**src/rtl/fetch_pkg.sv**
```systemverilog
// Shared definitions for the instruction fetch unit: parameter defaults and
// the fetch control state encoding.
package fetch_pkg;

  localparam int unsigned PcWDef    = 3;
  localparam int unsigned InstrWDef = 16;
  localparam int unsigned DepthDef  = 4;

  // Fetch control states: RUN issues fetches, SQUASH drops a stale response,
  // HALT stops issuing but keeps draining.
  typedef enum logic [1:0] {
    StRun    = 2'd0,
    StSquash = 2'd1,
    StHalt   = 2'd2
  } fetch_state_e;

endpackage

```
**src/rtl/fetch_fifo.sv**
```systemverilog
// Synchronous prefetch FIFO with flush.
// Ports:
//   clk, rst      - clock, asynchronous active-low reset (pointers/count only)
//   flush         - empties the FIFO on the next edge; wins over push/pop
//   push, wdata   - write request and data; ignored when full without a pop
//   pop           - read request; a no-op when empty
//   rdata         - head entry
//   full, empty   - status flags
//   count         - number of valid entries
module fetch_fifo
  import fetch_pkg::*;
#(
  parameter int unsigned WIDTH = PcWDef + InstrWDef,
  parameter int unsigned DEPTH = DepthDef
) (
  input  logic                     clk,
  input  logic                     rst,
  input  logic                     flush,
  input  logic                     push,
  input  logic [WIDTH-1:0]         wdata,
  input  logic                     pop,
  output logic [WIDTH-1:0]         rdata,
  output logic                     full,
  output logic                     empty,
  output logic [$clog2(DEPTH):0]   count
);

  localparam int unsigned AW = $clog2(DEPTH);

  logic [WIDTH-1:0] mem_q [DEPTH];
  logic [AW-1:0]    wr_ptr_q, rd_ptr_q;
  logic [AW:0]      count_q;
  logic             do_push, do_pop;

  assign full    = (count_q == (AW+1)'(DEPTH));
  assign empty   = (count_q == '0);
  assign count   = count_q;
  assign rdata   = mem_q[rd_ptr_q];
  assign do_pop  = pop && !empty;
  // A push into a full FIFO is allowed only when the head leaves on the same edge.
  assign do_push = push && (!full || do_pop);

  always_ff @(posedge clk or negedge rst) begin
    if (!rst) begin
      wr_ptr_q <= '0;
      rd_ptr_q <= '0;
      count_q  <= '0;
    end else if (flush) begin
      wr_ptr_q <= '0;
      rd_ptr_q <= '0;
      count_q  <= '0;
    end else begin
      if (do_push) wr_ptr_q <= wr_ptr_q + AW'(1);
      if (do_pop)  rd_ptr_q <= rd_ptr_q + AW'(1);
      case ({do_push, do_pop})
        2'b10:   count_q <= count_q + (AW+1)'(1);
        2'b01:   count_q <= count_q - (AW+1)'(1);
        default: count_q <= count_q;
      endcase
    end
  end

  // Storage is deliberately not reset.
  always_ff @(posedge clk) begin
    if (do_push && !flush) mem_q[wr_ptr_q] <= wdata;
  end

endmodule

```
**src/rtl/fetch_unit.sv**
```systemverilog
// Instruction fetch unit: issues single-cycle-latency reads to instruction
// memory, buffers responses tagged with their PC in a prefetch FIFO, and hands
// them to decode with a valid/ready handshake. Supports redirect and halt.
// Ports:
//   clk, rst                 - clock, asynchronous active-low reset
//   imem_req, imem_addr      - memory read strobe and address
//   imem_rdata               - read data, valid one cycle after imem_req
//   redirect, redirect_pc    - jump request and its target PC
//   halt                     - stop issuing new fetches
//   instr_valid/ready        - decode handshake
//   instr_data, instr_pc     - queue-head instruction and its PC
//   occupancy                - number of queued instructions
module fetch_unit
  import fetch_pkg::*;
#(
  parameter int unsigned PC_W    = PcWDef,
  parameter int unsigned INSTR_W = InstrWDef,
  parameter int unsigned DEPTH   = DepthDef
) (
  input  logic                   clk,
  input  logic                   rst,
  output logic                   imem_req,
  output logic [PC_W-1:0]        imem_addr,
  input  logic [INSTR_W-1:0]     imem_rdata,
  input  logic                   redirect,
  input  logic [PC_W-1:0]        redirect_pc,
  input  logic                   halt,
  output logic                   instr_valid,
  input  logic                   instr_ready,
  output logic [INSTR_W-1:0]     instr_data,
  output logic [PC_W-1:0]        instr_pc,
  output logic [$clog2(DEPTH):0] occupancy
);

  localparam int unsigned CW = $clog2(DEPTH) + 1;
  localparam int unsigned EW = PC_W + INSTR_W;

  fetch_state_e      state_q, state_d;
  logic [PC_W-1:0]   fetch_pc_q, fetch_pc_d;
  logic              inflight_q;
  logic [PC_W-1:0]   inflight_pc_q;

  logic              q_push, q_pop, q_flush, q_full, q_empty, room;
  logic [EW-1:0]     q_wdata, q_rdata;
  logic [CW-1:0]     q_count;

  fetch_fifo #(
    .WIDTH (EW),
    .DEPTH (DEPTH)
  ) u_fifo (
    .clk   (clk),
    .rst   (rst),
    .flush (q_flush),
    .push  (q_push),
    .wdata (q_wdata),
    .pop   (q_pop),
    .rdata (q_rdata),
    .full  (q_full),
    .empty (q_empty),
    .count (q_count)
  );

  assign q_wdata     = {inflight_pc_q, imem_rdata};
  assign instr_valid = !q_empty;
  // Gate the head so unreset storage never shows on the outputs.
  assign instr_data  = q_empty ? '0 : q_rdata[INSTR_W-1:0];
  assign instr_pc    = q_empty ? '0 : q_rdata[EW-1:INSTR_W];
  assign occupancy   = q_count;
  assign imem_addr   = fetch_pc_q;

  // Space check counts the in-flight response and credits a same-cycle pop.
  always_comb begin
    room = 1'b0;
    if (!inflight_q) room = !q_full || q_pop;
    else             room = (int'(q_count) + 1 - int'(q_pop)) < int'(DEPTH);
  end

  // State register.
  always_ff @(posedge clk or negedge rst) begin
    if (!rst) state_q <= StRun;
    else      state_q <= state_d;
  end

  // Next-state logic; redirect overrides everything.
  always_comb begin
    state_d = state_q;
    if (redirect) begin
      state_d = StSquash;
    end else begin
      unique case (state_q)
        StRun:    if (halt) state_d = StHalt;
        StSquash: state_d = halt ? StHalt : StRun;
        StHalt:   if (!halt) state_d = StRun;
        default:  state_d = StRun;
      endcase
    end
  end

  // Outputs and FIFO controls.
  always_comb begin
    q_pop   = instr_ready && !q_empty;
    q_flush = redirect;
    // The in-flight response lands unless it belongs to a squashed stream.
    q_push  = inflight_q && (state_q != StSquash) && !redirect;
    // rst keeps the strobe low while reset is held.
    imem_req = rst && (state_q == StRun) && !redirect && !halt && room;
  end

  always_comb begin
    fetch_pc_d = fetch_pc_q;
    if (redirect)      fetch_pc_d = redirect_pc;
    else if (imem_req) fetch_pc_d = fetch_pc_q + PC_W'(1);
  end

  always_ff @(posedge clk or negedge rst) begin
    if (!rst) begin
      fetch_pc_q    <= '0;
      inflight_q    <= 1'b0;
      inflight_pc_q <= '0;
    end else begin
      fetch_pc_q <= fetch_pc_d;
      inflight_q <= imem_req;
      if (imem_req) inflight_pc_q <= fetch_pc_q;
    end
  end

endmodule
```
**config.mk**
```make
export PLATFORM = sky130hd
export DESIGN_NAME = fetch_unit
export DESIGN_NICKNAME = d
export VERILOG_FILES = /design/src/rtl/fetch_pkg.sv /design/src/rtl/fetch_fifo.sv /design/src/rtl/fetch_unit.sv
export SDC_FILE = /design/constraint.sdc
export NUM_CORES = 1
export LEC_CHECK = 0
export ABC_AREA = 0
export CORE_MARGIN = 2
export CORE_UTILIZATION = 59
export DETAILED_ROUTE_END_ITERATION = 7
export PLACE_DENSITY = 0.87
export SETUP_SLACK_MARGIN = 0.3
export SLEW_MARGIN = 0
export SYNTH_ARGS = -nofsm -noshare
export SYNTH_HDL_FRONTEND = slang
export SYNTH_SLANG_ARGS = --single-unit
```
**constraint.sdc**
```tcl
create_clock -name clk -period 4.53 [get_ports clk]
set_input_delay 0.906 -clock clk [delete_from_list [all_inputs] [get_ports clk]]
set_output_delay 0.906 -clock clk [all_outputs]
set_load 0.03 [all_outputs]
```
# --- Word-level counts from Yosys, hierarchy flattened ---
# Memories as Yosys holds them, arrays and structs flattened.
# Cells that the tools add are included.
totals:
  out_inout_bits: 27
  memories: 1
  in_bits: 24
  ff_bits: 16
  ram_bits: 76
mem_list:
  columns: ["name", "words", "width", "rd", "rd_ports_with_merged_regs", "write_ports", "line", "source"]
  rows:
  - ["u_fifo.mem_q", 4, 19, 1, 0, 1, "fetch_fifo.sv:30", "logic [WIDTH-1:0] mem_q [DEPTH];"]
op_classes:
  muxes: 18
  reduce_logical: 23
  n_lt_le_gt_ge: 1
  addsub: 7
  n_eq_ne: 8
op_table:
  columns: ["operator", "count"]
  rows:
  - ["2-to-1 mux 16 bit", 1]
  - ["2-to-1 mux 2 bit", 8]
  - ["2-to-1 mux 3 bit", 4]
  - ["logical AND 1 bit", 10]
  - ["adder 3 x 1 -> 3 bit, second input constant", 2]
  - ["!= test 3 bit, second input constant", 2]
  - ["one-hot mux 2 bit (3 select lines)", 1]
  - ["one-hot mux 3 bit (2 select lines)", 1]
  - ["nonzero test 2 bit", 3]
  - ["< comparator 5 x 4 -> 1 bit, second input constant", 1]
  - ["subtractor 4 x 1 -> 5 bit", 1]
  - ["adder 2 x 1 -> 2 bit, second input constant", 2]
  - ["adder 3 x 1 -> 4 bit, second input constant", 1]
  - ["equality test 2 x 1 -> 1 bit, second input constant", 2]
  - ["equality test 2 bit, second input constant", 2]
  - ["logical NOT 1 bit", 4]
  - ["equality test 3 bit, second input constant", 1]
  - ["logical NOT 3 bit", 1]
  - ["2-to-1 mux 1 bit", 3]
  - ["nonzero test 3 bit", 1]
  - ["subtractor 3 x 1 -> 3 bit, second input constant", 1]
  - ["logical NOT 2 bit", 1]
  - ["logical OR 1 bit", 2]
  - ["!= test 2 x 1 -> 1 bit, second input constant", 1]
  - ["AND reduction 2 bit", 1]

# --- Logic depth before layout (Yosys ltp) ---
# Gate-level depths: netlist of run 1.
depth:
  ltp_word: 9
  depth_mapped: 7
  depth_no_buf: 6

# --- Modules after synthesis ---
# A second synthesis of run 1 with hierarchy kept.
unflattened:
  hier_cells: 231
  hier_area_um2: 3916.3
modules_own_cells:
  columns: ["mod", "cells_per_inst", "area_per_inst_um2", "n_inst"]
  rows:
  - ["fetch_fifo", 166, 3313.2, 1]
  - ["fetch_unit", 65, 603.1, 1]

# --- Worst setup path after synthesis of run 1 ---
# Ideal clock, no wire load.
synth_path:
  kind: "register to output"
  from: "reg u_fifo.count_q[0] (netlist: u_fifo.count[0])"
  to: "out instr_data[10]"
  t_arrival_ps: 1610
  slack_ps: 2014
  path_stages_with_launch: 4
  path_cell_list: "dfrtp_1 -> or3_1 -> clkbuf_1 -> and2_1"
synth_between:
  elab_chain_len: 2
synth_rtl:
  columns: ["item", "line", "source"]
  rows:
  - ["start, declared", "fetch_fifo.sv:32", "logic [AW:0] count_q;"]
  - ["start signal, assigned", "fetch_fifo.sv:56", "2'b10: count_q <= count_q + (AW+1)'(1);"]
  - ["start signal, assigned", "fetch_fifo.sv:57", "2'b01: count_q <= count_q - (AW+1)'(1);"]
  - ["start signal, assigned", "fetch_fifo.sv:58", "default: count_q <= count_q;"]
  - ["logical NOT 3 bit", "fetch_fifo.sv:36", "assign empty = (count_q == '0);"]
  - ["2-to-1 mux 16 bit", "fetch_unit.sv:66", "assign instr_data = q_empty ? '0 : q_rdata[INSTR_W-1:0];"]
  - ["end, declared", "fetch_unit.sv:30", "output logic [INSTR_W-1:0] instr_data,"]
# No other way between the ends.

# --- Worst setup path in the final report of run 1 ---
layout_path:
  from: "in redirect"
  to: "out imem_req"
layout_between:
  elab_chain_len: 4
layout_rtl:
  columns: ["item", "line", "source"]
  rows:
  - ["start, declared", "fetch_unit.sv:25", "input logic redirect,"]
  - ["logical NOT 1 bit", "fetch_unit.sv:106", "imem_req = rst && (state_q == StRun) && !redirect && !halt && room;"]
  - ["logical AND 1 bit (3 in series)", "fetch_unit.sv:106", null]
  - ["end, declared", "fetch_unit.sv:22", "output logic imem_req,"]
# No other way between the ends.

==> impl_results.md, run 1 <==
* Element type at the critical path start: input port
* Yosys reg bits at 92
* Sw Ratio at 0.302
* Largest net degree at the start of global routing at 21
* Status: complete, no violations
* Post-synth top flop: edfxtp_1
* Area growth, synth to finish at 20.7%
* DRT iter0 DRCs at between 150 and 200
* DPL Wire Length at 4370 um
* Commonest non-fill, non-tap cell in the layout: edfxtp_1
* Share of cells above drive strength 1 at 0.190
* Post-CTS sizing at 0
* Post-cts hold buffer count at 0
* CP Data Required Time at 3.62 ns
* Grt ovf at 0
* WP depth at 5
* Pre-antenna DRT Iters at 4
* Pwr per Cell Area at 471 mW/mm^2
* Cell depth of the worst flop-to-flop path at 4
* Initial antenna violation count at 0
* Clk Latency, worst-skew pair at 0.33 ns
* Sequential Power Share at 0.456
* Final nets at 295
* CTS tree: done
* DIE HEIGHT at 84.5 um
* Comb power frac at 0.311
* Cell family with most CP delay: buffers and inverters
* Core footprint at 0.00631 mm^2
* Most frequent cells in the layout: edfxtp_1, clkdlybuf4s50_1, and2_1, mux4_2, dfrtp_1
* Root buffer cell: clkbuf_8
* Syn nets at 237
* Clock network power share at 0.233
* Worst path most repeated cell: clkdlybuf4s50_1
* Syn_area_per_cell at 18.5 um^2
* Leakage Power at about 1.6 nW
* Origin of the worst setup path: redirect
* Final setup TNS at 0 ns
* Tot Pwr at 0.00218 W
* Seq/Total Area, Yosys at 0.701
* Vias at ~2,000
* Max cap viols at 0
* Cell internal pwr at 0.00152 W
* CP Class: in2out
* Post-route ant nets at 0
* H-tree Lvls at 3
* Syn Std Cell Area at roughly 0.0038 mm^2
* Relative slew slack at 0.357
* Synth Warn # at 0
* Max Buffers Root-to-Sink at 2
* I/O pin cnt at 51
* Worst Path Buf+Inv at 3
* Clock sink total at 92
* CP peak stage delay at roughly 0.73 ns
* Area of the die at 0.00715 mm^2
* Final setup violation count at 0
* Switch Pwr at 0.000659 W
* Final hold violation count at 0
* Vias/cell at 5.77
* Crit path time final at 3.59 ns
* Crit path max fanout at 8
* Cell row count at 29
* Critical path data arrival time at 2.68 ns
* Clk_skew at 0.0113 ns
* Placer congestion estimate at 0.732
* Yosys cell types at 38
* Worst slew pin tran at between 0.9 and 1 ns
* Ys async rst share at 0.174
* Reg2reg start: u_fifo.count[2]$_DFFE_PN0P_
* Ant diodes at 0
* Part of the cycle the worst path needs at 0.793
* Initial Utilization at 0.606
* Max VDD drop at approximately 0.29 mV
* Overall routing resource usage at 0.205
* Crit end category: output pin
* Die X at around 85 um
* Clk slew on worst S/H paths at approximately 0.08 ns
* Setup bufs post-CTS at 0
* PortBufs at 50
* Post-synthesis cell count at slightly above 200
* Global-route wire length before repair at 10,800 um
* Routed len/inst at 19.0 um
* Final max-slew violation count at 0
* Critical Path Sink: imem_req
* CTS Buf Count at 9
* Reg-to-Reg End: u_fifo.mem_q[0][8]$_DFFE_PP_
* Vias in the first global route at 2,099
* Slowest CP cell: clkdlybuf4s50_1
* Post-synth EDFFs at 76
* Residual DRC at 0
* RSZ-0062 raised after global routing: false
* Routed wire length at 6570 um
* Hold Path Class: reg2reg
* Fmax at 279 MHz
* FF-to-FF setup slack at 2.27 ns
* Worst-path cell chain: clkdlybuf4s50_1 > inv_1 > nand4_2 > nor2_4 > clkdlybuf4s50_1
-- registers in the layout, indices dropped and copies added, names as in the netlist --
name             cells
u_fifo.wr_ptr_q      2
state_q              2
u_fifo.mem_q        76
u_fifo.count         3
imem_addr            3
inflight_pc_q        3
u_fifo.rd_ptr_q      2
inflight_q           1
-- worst min path at each step --
stage	from	end	slack, ns	depth (start not counted)
3_3_place_gp	inflight_pc_q[1]$_DFFE_PN0P_	u_fifo.mem_q[3][17]$_DFFE_PP_	0.50	0
5_1_grt	inflight_pc_q[1]$_DFFE_PN0P_	u_fifo.mem_q[1][17]$_DFFE_PP_	0.59	0
2_1_floorplan	inflight_pc_q[0]$_DFFE_PN0P_	u_fifo.mem_q[0][16]$_DFFE_PP_	0.48	0
4_1_cts	inflight_pc_q[1]$_DFFE_PN0P_	u_fifo.mem_q[1][17]$_DFFE_PP_	0.55	0
6_report	inflight_pc_q[1]$_DFFE_PN0P_	u_fifo.mem_q[1][17]$_DFFE_PP_	0.54	0
3_5_place_dp	inflight_pc_q[1]$_DFFE_PN0P_	u_fifo.mem_q[1][17]$_DFFE_PP_	0.54	0
-- power groups by stage --
stage,logic [W],clock network [W],registers [W]
detailed placement,0.000685,0,0.00101
global route,0.000721,0.000556,0.00100
CTS,0.000688,0.000523,0.000994
global placement,0.000673,0,0.00101
finish,0.000677,0.000507,0.000993
floorplan,0.000435,0,0.00101
-- stage by stage --
step	utilization	instance area (um^2)	worst slack, ns	std cells	hold WS (ns)
CTS	0.731	4620	0.912	346	0.551
global route	0.731	4620	0.836	346	0.586
finish	0.731	4620	0.939	346	0.542
detailed placement	0.702	4430	0.920	331	0.535
global placement	0.702	4430	0.966	331	0.502
floorplan	-	3830	2.01	207	0.476
-- cell families after synthesis --
logic type      share of synthesized area
simple gates                       0.0912
mux                                 0.144
flops                               0.701
fa+ha+maj                          0.0216
buf+inv                            0.0134
compound gates                     0.0216
xor+xnor                          0.00687
-- cells in the mapped netlist (2+ instances only) --
cell       n  area share
mux4_2    19        0.11
and2_1    23       0.038
clkbuf_1   6      0.0059
buf_2      2      0.0026
nor3_1     3      0.0039
mux2i_1    8       0.021
nand2_1    7      0.0069
inv_1      3      0.0029
nor2b_1    2      0.0033
nor3_2     2      0.0052
mux2_4     3       0.012
xnor2_1    2      0.0046
edfxtp_1  76        0.60
ha_1       5       0.016
nand3_1    3      0.0039
o21a_1     2      0.0039
dfrtp_1   16        0.10
nor2_1     5      0.0049
-- layer usage --
metal / wire length, um / global-route usage
met5: 0 / 0
met4: 45 / 0.0736
met1: 2640 / 0.259
met3: 279 / 0.0344
met2: 3600 / 0.359
-- cell type report --
class                           instances  area [um^2]
Fill cell                             385         1700
Tap cell                               77         96.3
Clock inverter                          6         65.1
Multi-Input combinational cell        103         1090
Timing Repair Buffer                   56          546
Sequential cell                        92         2680
Clock buffer                            9          124
Inverter                                3         11.3
No activity file was read; power rests on OpenSTA's default activity.
==> inputs of run 2 (changes only) <==
CORE_UTILIZATION = 54   (was 59)
PLACE_DENSITY = 0.81   (was 0.87)
clock period = 3.7 ns   (was 4.53 ns; I/O delays follow)
==> run 2 against run 1 <==
Largest cell class unchanged. Worst setup slack worse by 0.51 ns. Sequential power rose by 22%. Clock-buffer cell count is the same. Largest power group unchanged. Critical path type unchanged. Hold slack got worse by 0.0083 ns.
==> impl_results.md, run 2 (synthesis gave the netlist of run 1 again) <==
* Final setup violation count at 0 (unchanged)
* Cell internal pwr at 0.00182 W (+20%)
* Part of the cycle the worst path needs at 0.884
* Residual DRC at 0 (unchanged)
* Post-cts hold buffer count at 0 (unchanged)
* Cell family with most CP delay: buffers and inverters
* Crit end category: output pin
* Final hold violation count at 0 (unchanged)
* Largest reg by FF count: u_fifo.mem_q
* Crit path max fanout at 8 (unchanged)
* I/O pin cnt at 51 (unchanged)
* Vias/cell at 5.35 (-7.3%)
* H-tree Lvls at 3 (unchanged)
* Switch Pwr at 0.000855 W (+30%)
* Placer congestion estimate at 0.733 (about the same)
* Area growth, synth to finish at 22.5%
* Post-CTS sizing at 0 (unchanged)
* Clock network power share at 0.235 (+0.002)
* Overall routing resource usage at 0.171 (-0.0337)
* Sequential Power Share at 0.453 (-0.003)
* Initial antenna violation count at 0 (unchanged)
* CP Class: in2out
* CTS tree: done
* Element type at the critical path start: input port
* Worst-path cell chain: clkdlybuf4s50_1 > inv_1 > nand4_2 > nor2_4 > clkdlybuf4s50_1
* Clk_skew at 0.0158 ns (+0.00453 ns)
* Cell depth of the worst flop-to-flop path at 6 (+2)
* Vias at 1,979 (-0.90%)
* Clk Latency, worst-skew pair at 0.35 ns (+0.02 ns)
* PortBufs at 50 (unchanged)
* CTS Buf Count at 9 (unchanged)
* Final max-slew violation count at 0 (unchanged)
* Area of the die at 0.00778 mm^2 (+8.8%)
* Number of flip-flops in the largest register at 76 (unchanged)
* Clock sink total at 92 (unchanged)
* Fmax at a little over 300 MHz
* Setup bufs post-CTS at 0 (unchanged)
* Worst path most repeated cell: clkdlybuf4s50_1
* Max Buffers Root-to-Sink at 2 (unchanged)
* Crit path time final at 3.27 ns
* Relative slew slack at 0.575 (+0.218)
* Share of cells above drive strength 1 at 0.204 (+0.0148)
* Initial Utilization at 0.560 (-0.0460)
* DPL Wire Length at 4160 um (-4.9%)
* Final setup TNS at 0 ns (unchanged)
* Worst Path Buf+Inv at 3 (unchanged)
* Hold Path Class: reg2reg
* Largest net degree at the start of global routing at 21 (unchanged)
* Commonest non-fill, non-tap cell in the layout: edfxtp_1
* Critical path data arrival time at 2.53 ns (-0.15 ns)
* CP Data Required Time at 2.96 ns (-0.66 ns)
* WP depth at 5 (unchanged)
* Worst slew pin tran at 0.637 ns (-0.327 ns)
* Cell row count at 30 (+3.4%)
* Comb power frac at 0.312 (about the same)
* Fin cells at 370 (+6.9%)
* Hold Path Depth at 0 (unchanged)
* Root buffer cell: clkbuf_8
* Global-route wire length before repair at 9670 um (-11%)
* Core footprint at 0.00683 mm^2 (+8.2%)
* Status: complete, no violations
* Max VDD drop at 0.335 mV (+17%)
* Final nets at 299 (+1.4%)
* Fill count at 447 (+16%)
* RSZ-0062 raised after global routing: false
* Post-Place Worst Slack at 0.408 ns (-0.512 ns)
* Post-route ant nets at 0 (unchanged)
* Clk slew on worst S/H paths at 0.10 ns (+0.02 ns)
* PnR worst setup slack at 0.428 ns (-0.512 ns)
* Sw Ratio at 0.320 (+0.0172)
* CP peak stage delay at 0.72 ns (about the same)
* Fin area at 0.00469 mm^2 (+1.5%)
* Pwr per Cell Area at 571 mW/mm^2 (+21%)
* Die X at 88.2 um (+4.3%)
* DRT iter0 DRCs at 144 (-10%)
* Post-Place Cell Area at 0.00450 mm^2 (+1.5%)
* Grt ovf at 0 (unchanged)
* Slowest CP cell: clkdlybuf4s50_1
* Routed wire length at 6210 um (-5.6%)
* Most frequent cells in the layout: edfxtp_1, clkdlybuf4s50_1, and2_1, mux4_2, dfrtp_1
* Vias in the first global route at 1,981 (-5.6%)
* DIE HEIGHT at 88.2 um (+4.3%)
* Leakage Power at 1.59 nW (+1.5%)
* Max cap viols at 0 (unchanged)
* Placed cells at 354 (+6.9%)
* Ant diodes at 0 (unchanged)
* Routed len/inst at 16.8 um (-12%)
* Pre-antenna DRT Iters at 4 (unchanged)
-- run 2: cell count changes in the layout (fill, tap and decap cells not counted) --
cell / change
bufinv_16: -1
clkinv_8: +1
clkinv_4: +2
inv_8: +1
clkinv_2: -2
buf_4: +3
buf_12: +1
-- run 2: cell type report --
| cell class | count | area (um^2) | area share |
|---|---|---|---|
| Timing Repair Buffer | 60 | 588 | 0.125 |
| Tap cell | 96 | 120 | 0.0256 |
| Clock inverter | 7 | 70.1 | 0.0149 |
| Inverter | 3 | 11.3 | 0.00240 |
| Multi-Input combinational cell | 103 | 1090 | 0.233 |
| Sequential cell | 92 | 2680 | 0.572 |
| Clock buffer | 9 | 124 | 0.0264 |
-- run 2: path summary, 6_finish.rpt --
kind	slack, ns	endpoint	startpoint
worst max-delay path	0.43	imem_req	redirect
worst min-delay path	0.53	u_fifo.mem_q[3][17]$_DFFE_PP_	inflight_pc_q[1]$_DFFE_PN0P_
worst max register to register	1.70	u_fifo.count[2]$_DFFE_PN0P_	u_fifo.count[0]$_DFFE_PN0P_
worst min register to register	0.53	u_fifo.mem_q[3][17]$_DFFE_PP_	inflight_pc_q[1]$_DFFE_PN0P_
max in group asynchronous	2.73	inflight_pc_q[2]$_DFFE_PN0P_	rst
min in group asynchronous	0.77	state_q[1]$_DFFE_PN0P_	rst
-- run 2: layer usage --
layer,vias up,track usage,routed length (um)
li1,926,-,-
met4,0,0.0441,37
met3,7,0.0481,345
met1,986,0.213,2610
met5,-,0,0
met2,60,0.297,3210
-- run 2: per-stage QoR --
step           hold WS (ns)  total power [W]   util
5_1_grt               0.566          0.00281  0.686
6_report              0.534          0.00268  0.686
4_1_cts               0.523          0.00271  0.686
3_5_place_dp          0.517          0.00208  0.658
2_1_floorplan         0.444          0.00177      -
3_3_place_gp          0.507          0.00207  0.658
-- run 2: power by group through the flow --
stage / Combinational, W / Sequential [W] / Clock [W]
floorplan: 0.000532 / 0.00124 / 0
global placement: 0.000838 / 0.00124 / 0
detailed placement: 0.000848 / 0.00124 / 0
CTS: 0.000850 / 0.00121 / 0.000646
global route: 0.000893 / 0.00122 / 0.000697
finish: 0.000835 / 0.00121 / 0.000629
==> inputs of run 3 (changes only) <==
CORE_UTILIZATION = 62   (was 54)
DONT_BUFFER_PORTS = 1   (was default)
PLACE_DENSITY = 0.8   (was 0.81)
SETUP_SLACK_MARGIN = 0.5   (was 0.3)
==> run 3 against run 2 <==
Fmax up 17%. Cell count fell by 21%. Worst setup slack better by 0.47 ns. Global-route usage up 2.6 points. Clock power down 2%. Sequential share of layout area grew 8.5 points. First-iteration DRC count is 9.7% lower. Hold slack worse by 0.45 ns. Core utilization shrank 0.12 points. Power shrank 9.0%.
==> impl_results.md, run 3 (synthesis gave the netlist of run 1 again) <==
* Status: complete, no violations
* DRT iter0 DRCs at 130 (-9.7%)
* Largest reg by FF count: u_fifo.mem_q
* Final nets at 241 (-19%)
* Reg2reg start: u_fifo.count[2]$_DFFE_PN0P_
* Routed wire length at 5990 um (-3.5%)
* Clk_skew at 0.00787 ns (-0.00798 ns)
* Max Buffers Root-to-Sink at 2 (unchanged)
* CP Data Required Time at 2.96 ns (about the same)
* Pre-antenna DRT Iters at 6 (+2)
* Number of flip-flops in the largest register at 76 (unchanged)
* DPL Wire Length at 4010 um (-3.6%)
* Clk slew on worst S/H paths at 0.08 ns (-0.02 ns)
* Final setup violation count at 0 (unchanged)
* Final hold violation count at 0 (unchanged)
* Post-CTS sizing at 0 (unchanged)
* PortBufs at 0 (-100%)
* Top sig layer: met4
* Critical path data arrival time at 2.06 ns (-0.47 ns)
* Fmax at 357 MHz (+17%)
* Root buffer cell: clkbuf_8
* Pwr per Cell Area at 596 mW/mm^2 (+4.5%)
* Area of the die at 0.00682 mm^2 (-12%)
* Cell internal pwr at 0.00168 W (-7.6%)
* Placed cells at 275 (-22%)
* Largest net degree at the start of global routing at 21 (unchanged)
* Crit path time final at 2.80 ns (-0.474 ns)
* CTS tree: done
* Core footprint at 0.00596 mm^2 (-13%)
* Overall routing resource usage at 0.197 (+0.0257)
* I/O pin cnt at 51 (unchanged)
* Cell depth of the worst flop-to-flop path at 3 (-3)
* Hold Path Class: in2async
* Initial Utilization at 0.643 (+0.0824)
* H-tree Lvls at 3 (unchanged)
* Vias in the first global route at 1,897 (-4.2%)
* Global-route wire length before repair at 9380 um (-3.0%)
* Die X at 82.6 um (-6.4%)
* Sw Ratio at 0.309 (-0.0106)
* RSZ-0062 raised after global routing: false
* Post-route ant nets at 0 (unchanged)
* Crit path max fanout at 16 (+8)
* Met2 WL at 3220 um (+0.37%)
* Hold Slack at 0.0844 ns (-0.449 ns)
* Initial antenna violation count at 0 (unchanged)
* Leakage Power at 1.35 nW (-15%)
* Ant diodes at 0 (unchanged)
* Area growth, synth to finish at 6.64%
* Comb power frac at 0.235 (-0.077)
* Final max-slew violation count at 0 (unchanged)
* Worst slew pin tran at 1.00 ns (+0.364 ns)
* Sequential Power Share at 0.511 (+0.058)
* Vias/cell at 6.26 (+17%)
* Met3 WL at 387 um (+12%)
* Reg-to-Reg End: u_fifo.mem_q[1][0]$_DFFE_PP_
* Vias at 1,823 (-7.9%)
* CTS Buf Count at 9 (unchanged)
* Fin cells at 291 (-21%)
* CP Class: reg2out
* Switch Pwr at 0.000752 W (-12%)
* Crit end category: output pin
* Cell row count at 28 (-6.7%)
* Most frequent cells in the layout: edfxtp_1, and2_1, mux4_2, dfrtp_1, clkbuf_8
* Clock sink total at 92 (unchanged)
* Final setup TNS at 0 ns (unchanged)
* FF-to-FF setup slack at 1.25 ns (-0.45 ns)
* Relative slew slack at 0.333 (-0.243)
* Placer congestion estimate at 0.719 (-1.8%)
* Routed len/inst at 20.6 um (+23%)
* Part of the cycle the worst path needs at 0.756 (-0.128)
* Element type at the critical path start: register
* Commonest non-fill, non-tap cell in the layout: edfxtp_1
* Max VDD drop at 0.381 mV (+14%)
* Grt ovf at 0 (unchanged)
* Setup bufs post-CTS at 0 (unchanged)
* Residual DRC at 0 (unchanged)
* Post-cts hold buffer count at 0 (unchanged)
* DIE HEIGHT at 82.6 um (-6.4%)
* Max cap viols at 0 (unchanged)
* Clk Latency, worst-skew pair at 0.34 ns (about the same)
* Clock network power share at 0.254 (+0.019)
* WL met1 at 2290 um (-12%)
* Share of cells above drive strength 1 at 0.204 (-0.000676)
## run 3: cell count changes in the layout (fill, tap and decap cells not counted), moves of 2 or more
cell             change
clkbuf_1             +3
buf_4                -7
clkdlybuf4s50_1     -50
clkinv_4             -2
## run 3: metal layers
metal	GRT usage	vias to the layer above
met2	0.332	64
met3	0.0565	8
met5	0	-
li1	-	812
met1	0.235	939
met4	0.0902	0
## run 3: worst max path at each step
stage,startpoint,to,cells past startpoint
final,u_fifo.rd_ptr_q[0]$_DFFE_PN0P_,instr_data[15],3
after detailed placement,redirect,u_fifo.mem_q[0][14]$_DFFE_PP_,3
after global routing,u_fifo.rd_ptr_q[0]$_DFFE_PN0P_,instr_data[15],3
after floorplan,u_fifo.count[0]$_DFFE_PN0P_,instr_data[10],3
after global placement,redirect,u_fifo.mem_q[2][13]$_DFFE_PP_,3
after CTS,u_fifo.rd_ptr_q[0]$_DFFE_PN0P_,instr_data[15],3
## run 3: power groups by stage
stage / sequential, W / combinational [W] / clock, W
after floorplan: 0.00124 / 0.000532 / 0
after global placement: 0.00126 / 0.000567 / 0
after detailed placement: 0.00127 / 0.000579 / 0
after CTS: 0.00124 / 0.000581 / 0.000633
after global routing: 0.00125 / 0.000624 / 0.000674
final: 0.00124 / 0.000571 / 0.000619
## run 3: final cells by class
cell class                      instances  area, um^2
Clock buffer                           12         135
Clock inverter                          4        50.0
Fill cell                             378        1870
Inverter                                3        11.3
Multi-Input combinational cell        103        1090
Sequential cell                        92        2680
Tap cell                               75        93.8
Timing Repair Buffer                    2        15.0
## run 3: worst max-delay path, stage by stage, from the launching register on
cell and delay (ns):
dfrtp_1 0.50, buf_4 0.37, mux4_2 0.57, and2_1 0.28
## run 3: metrics by stage
step | setup slack (ns) | power, W | cell area [um^2] | util
3_5_place_dp | 1.07 | 0.00185 | 3900 | 0.654
5_1_grt | 0.731 | 0.00255 | 4080 | 0.685
6_report | 0.902 | 0.00243 | 4080 | 0.685
4_1_cts | 0.861 | 0.00246 | 4080 | 0.685
3_3_place_gp | 1.16 | 0.00183 | 3900 | 0.654
2_1_floorplan | 1.35 | 0.00177 | 3830 | -
